===== src/rtl/mem_access_unit.sv =====
// Load/store unit between a pipeline request port and a single-ported 64-bit data memory.
// One transaction at a time: IDLE accepts, ACCESS strobes the memory, RESP holds the result until taken.
module mem_access_unit #(
    parameter int MEM_WORDS   = 256,
    parameter int ALIGN_CHECK = 1
) (
    input  logic        clk,
    input  logic        reset,
    input  logic        req_valid,
    output logic        req_ready,
    input  logic        req_write,
    input  logic [63:0] req_addr,
    input  logic [63:0] req_wdata,
    output logic        resp_valid,
    input  logic        resp_ready,
    output logic [63:0] resp_rdata,
    output logic        resp_error,
    output logic        stall,
    output logic [63:0] mem_address,
    output logic [63:0] mem_write_data,
    output logic        mem_write,
    output logic        mem_read,
    input  logic [63:0] mem_readdata
);

    localparam int AW = (MEM_WORDS > 1) ? $clog2(MEM_WORDS) : 1;
    localparam int HI = 3 + AW;

    typedef enum logic [1:0] {
        IDLE   = 2'd0,
        ACCESS = 2'd1,
        RESP   = 2'd2
    } state_t;

    state_t          state;
    logic            wr_p0;
    logic [AW-1:0]   idx_p0;
    logic [63:0]     wdata_p0;
    logic [63:0]     rdata_p1;
    logic            err_p1;

    function automatic logic is_misaligned(input logic [63:0] a);
        return (ALIGN_CHECK != 0) && (a[2:0] != 3'b000);
    endfunction

    function automatic logic is_out_of_range(input logic [63:0] a);
        return (a >> HI) != 64'd0;
    endfunction

    logic req_bad;
    assign req_bad = is_misaligned(req_addr) || is_out_of_range(req_addr);

    always_ff @(posedge clk) begin
        if (reset) begin
            state    <= IDLE;
            wr_p0    <= 1'b0;
            idx_p0   <= '0;
            wdata_p0 <= '0;
            rdata_p1 <= '0;
            err_p1   <= 1'b0;
        end else begin
            case (state)
                // request capture: rejected requests skip the memory entirely
                IDLE: begin
                    if (req_valid) begin
                        wr_p0    <= req_write;
                        idx_p0   <= req_addr[HI-1:3];
                        wdata_p0 <= req_wdata;
                        rdata_p1 <= '0;
                        err_p1   <= req_bad;
                        state    <= req_bad ? RESP : ACCESS;
                    end
                end
                // memory stage: read data was registered by the memory on the preceding negedge
                ACCESS: begin
                    rdata_p1 <= wr_p0 ? 64'd0 : mem_readdata;
                    state    <= RESP;
                end
                // response stage: held until the consumer takes it
                RESP: begin
                    if (resp_ready) begin
                        state <= IDLE;
                    end
                end
                default: state <= IDLE;
            endcase
        end
    end

    assign req_ready      = (state == IDLE);
    assign stall          = (state != IDLE);
    assign resp_valid     = (state == RESP);
    assign resp_rdata     = rdata_p1;
    assign resp_error     = err_p1;
    assign mem_address    = {{(64-AW){1'b0}}, idx_p0};
    assign mem_write_data = wdata_p0;

    // Strobes are gated by reset directly so a store caught mid-ACCESS never commits.
    assign mem_write = (state == ACCESS) && wr_p0  && !reset;
    assign mem_read  = (state == ACCESS) && !wr_p0 && !reset;

endmodule


===== config.mk =====
export PLATFORM = sky130hd
export DESIGN_NAME = mem_access_unit
export DESIGN_NICKNAME = d
export VERILOG_FILES = /design/src/rtl/mem_access_unit.sv
export SDC_FILE = /design/constraint.sdc
export NUM_CORES = 1
export LEC_CHECK = 0
export CAP_MARGIN = 20
export CORE_AREA = 3 3 153 155
export CTS_BUF_LIST = sky130_fd_sc_hd__clkbuf_8 sky130_fd_sc_hd__clkbuf_16
export CTS_CLUSTER_SIZE = 40
export DETAILED_ROUTE_END_ITERATION = 8
export DIE_AREA = 0 0 156 158
export SYNTH_ARGS = -nofsm -noshare
export SYNTH_HDL_FRONTEND = slang
export SYNTH_SLANG_ARGS = --single-unit

===== constraint.sdc =====
create_clock -name clk -period 1.6 [get_ports clk]
set_input_delay 0.16 -clock clk [delete_from_list [all_inputs] [get_ports clk]]
set_output_delay 0.16 -clock clk [all_outputs]
set_load 0.01 [all_outputs]

==> run_results.csv <==
group,metric,value,unit
synth,synth.most_common_cell,"nand2_1",
clock_tree,clk_pin_slew,0.06,ns
sta,finalMaxSlewViolations,0,
sta,min_period_over_period,95.8,%
sta,fin_tns_setup,0,ns
detailed_routing,wl_per_cell,16.8,um
critical_path,slowest_delay,0.37,ns
floorplan,dieWidth,156,um
detailed_routing,viasPerCell,4.16,
critical_path,worstPathArrival,1.37,ns
critical_path,worstPathRequired,1.44,ns
sta,relSlewSlack,45.8,%
grt,antenna_found_initial,2,
place,dp_hpwl,15.1,mm
sta,worst_slew_pin_slew,0.813,ns
synth,synth_edf_count,0,
floorplan,fp.dieArea,0.0246,mm^2
job,cap_violations,0,
critical_path,critPathKind,"reg -> out",
clock_tree,cts.sinks,140,
critical_path,cpMaxStageDelayCell,"dfxtp_4",
critical_path,start_kind,"flip-flop",
sta,post-route-min-period,1.53,ns
floorplan,ioPinCount,395,
sta,hold_ws,0.207,ns
synth,syn-cell-area,0.00526,mm^2
power_and_ir_drop,p_leak,3.63,nW
grt,grt-ovfl-total,0,
clock_tree,cts_buffers,17,
place,pre_cts_ws,-0.252,ns
sta,setup_slack,0.0676,ns
detailed_routing,drc,0,
floorplan,die_h,158,um
synth,yosysTopAreaCell,"dfxtp_1",
clock_tree,clock_path_buffers,2,
place,gp_congestion,0.822,
clock_tree,cts_tree,"done",
place,portBuffers,338,
power_and_ir_drop,switchingPower,2.13,mW
sta,fmax,653,MHz
clock_tree,htreeDepth,4,
detailed_routing,dr.pass1.iters,4,
run_status,run_status,"finished, final reports clean",
power_and_ir_drop,internal_power,7.31,mW
detailed_routing,ant_nets,0,
power_and_ir_drop,power.density,1000,mW/mm^2
power_and_ir_drop,vdd_drop_max,571,uV
power_and_ir_drop,swShare,22.6,%
synth,yosysSeqAreaShare,53.3,%
layout,area_growth,79.2,%
power_and_ir_drop,combPwrFrac,13.1,%
synth,synth.top_cells.by_area,"dfxtp_1 (53%), a22o_1 (11%), nand2_1 (10%)",
grt,grt_start_max_net_pins,71,
synth,ys_seq_elements,140,
critical_path,cp-end-kind,"output port",
critical_path,path_cells,"buf_4, nor2_4, dlygate4sd2_1",
layout,fin_nets,1093,
layout,nFillCells,2109,
min_path,hold_path.class,"in -> reg",
place,placed_area,0.00874,mm^2
detailed_routing,via_count,4954,
floorplan,num_rows,54,
synth,synthArstFlopShare,0,%
clock_tree,cts-root-buf,"clkbuf_16",
synth,synth_commonest_cells,"nand2_1 (147), dfxtp_1 (140), a21oi_1 (74)",
power_and_ir_drop,seq_power_share,38.7,%
layout,drive_above_1_share,7.60,%
grt,use_met3,6.31,%
grt,grt_util_met2,25.1,%
synth,syn_inst,555,
grt,grt_pass1_wl,28.8,mm
clock_tree,clk_latency,0.42,ns
sta,final-hold-violation-count,0,
grt,gr-usage-met1,18.1,%
synth,syn_area_per_cell,9.48,um^2
detailed_routing,drt-initial-drc-count,139,
power_and_ir_drop,clockPowerShare,48.1,%
layout,fin_area,0.00943,mm^2
grt,globalRoute.busiestLayer,"met2",
critical_path,critical_path.max_fanout,4,
grt,first_global_vias,4898,
synth,ys.flop_type,"dfxtp_1",
grt,grt_usage,15.2,%
synth,ys.warnings.count,0,
synth,synth_top_area_share,53.3,%
floorplan,core_area,0.0220,mm^2
synth,ys_types,24,
detailed_routing,drt-total-wl,20.0,mm
sta,fin_skew,0.0119,ns
sta,finalSetupViolations,0,
floorplan,start_util,24.0,%
[path summary, 6_finish.rpt]
check                  endpoint               start  slack, ns  cells after the start
max                   req_ready            state[1]       0.07                      3
min                    state[1]               reset       0.21                      3
max reg2reg      resp_rdata[62]            state[1]       0.14                      5
min reg2reg  mem_write_data[63]  mem_write_data[63]       0.45                      2
[layout by cell type, fill, tap and decap left out, types with 3 or more instances in the layout]
master and count:
buf_4 16, nor4_1 14, conb_1 56, bufinv_16 6, a21oi_1 74, a22o_1 64, nand2_1 147, buf_12 7
clkbuf_16 17, clkdlybuf4s50_1 331, nand4_1 3, buf_2 3, nor2_1 4, dfxtp_1 137, inv_6 4
[power by group through the flow]
| stage | Combinational, mW | Clock (mW) | Sequential (mW) |
|---|---|---|---|
| finish | 1.24 | 4.55 | 3.66 |
| global route | 1.34 | 4.83 | 3.67 |
| CTS | 1.25 | 4.70 | 3.66 |
| detailed placement | 1.25 | 0 | 3.74 |
| global placement | 1.25 | 0 | 3.73 |
| floorplan | 0.479 | 0 | 3.79 |
[state kept, by name, summed over array words and instances (netlist names)]
| register | cells |
|---|---|
| state | 2 |
| wr_p0 | 1 |
| idx_p0 | 8 |
| mem_write_data | 64 |
| resp_rdata | 64 |
| resp_error | 1 |
[logic make-up after synthesis]
kind of cell,count (synthesis),synth area share (%)
AOI/OAI and AO/OA,140,18.0
buffers and inverters,95,13.6
and+or+nand+nor,178,14.9
DFF,140,53.3
muxes,1,0.190
other,1,0.0713
[what timing repair did]
| item | in CTS | in global routing |
|---|---|---|
| gates resized for setup | 17 | 4 |
| setup buffers | 0 | 1 |
| setup endpoints to repair | 5 | 3 |
| pin swaps | 1 | 1 |
| hold buffers | 0 | 0 |
[cell type report]
class | instances | area [um^2] | area share, %
sequential | 140 | 2810 | 29.8
timing repair buffer | 361 | 3620 | 38.4
antenna | 2 | 5.00 | 0.0531
clock inverter | 13 | 234 | 2.48
multi-input combinational | 375 | 1960 | 20.8
clock buffer | 18 | 439 | 4.66
tap | 280 | 350 | 3.72
inverter | 1 | 3.75 | 0.0398
[critical path, delay by kind of cell, from the launching register on]
family / cells / cell delay, ns
buffers and inverters: 2 / 0.44
DFF: 1 / 0.37
and+or+nand+nor: 1 / 0.16
[metrics by stage]
| step | power, mW | cells | util [%] |
|---|---|---|---|
| after global placement | 4.98 | 1156 | 39.8 |
| after CTS | 9.61 | 1187 | 42.9 |
| after detailed placement | 4.99 | 1156 | 39.8 |
| final | 9.45 | 1190 | 42.9 |
| after global routing | 9.84 | 1190 | 42.9 |
| after floorplan | 4.27 | 610 | - |
[metal layers]
metal	vias to the layer above	part of all wire (%)	routed length, um
met5	-	0	0
li1	2472	-	-
met4	0	1.4	275
met3	13	9.0	1800
met2	237	48	9560
met1	2232	42	8400
(Power assumes the default switching activity.)
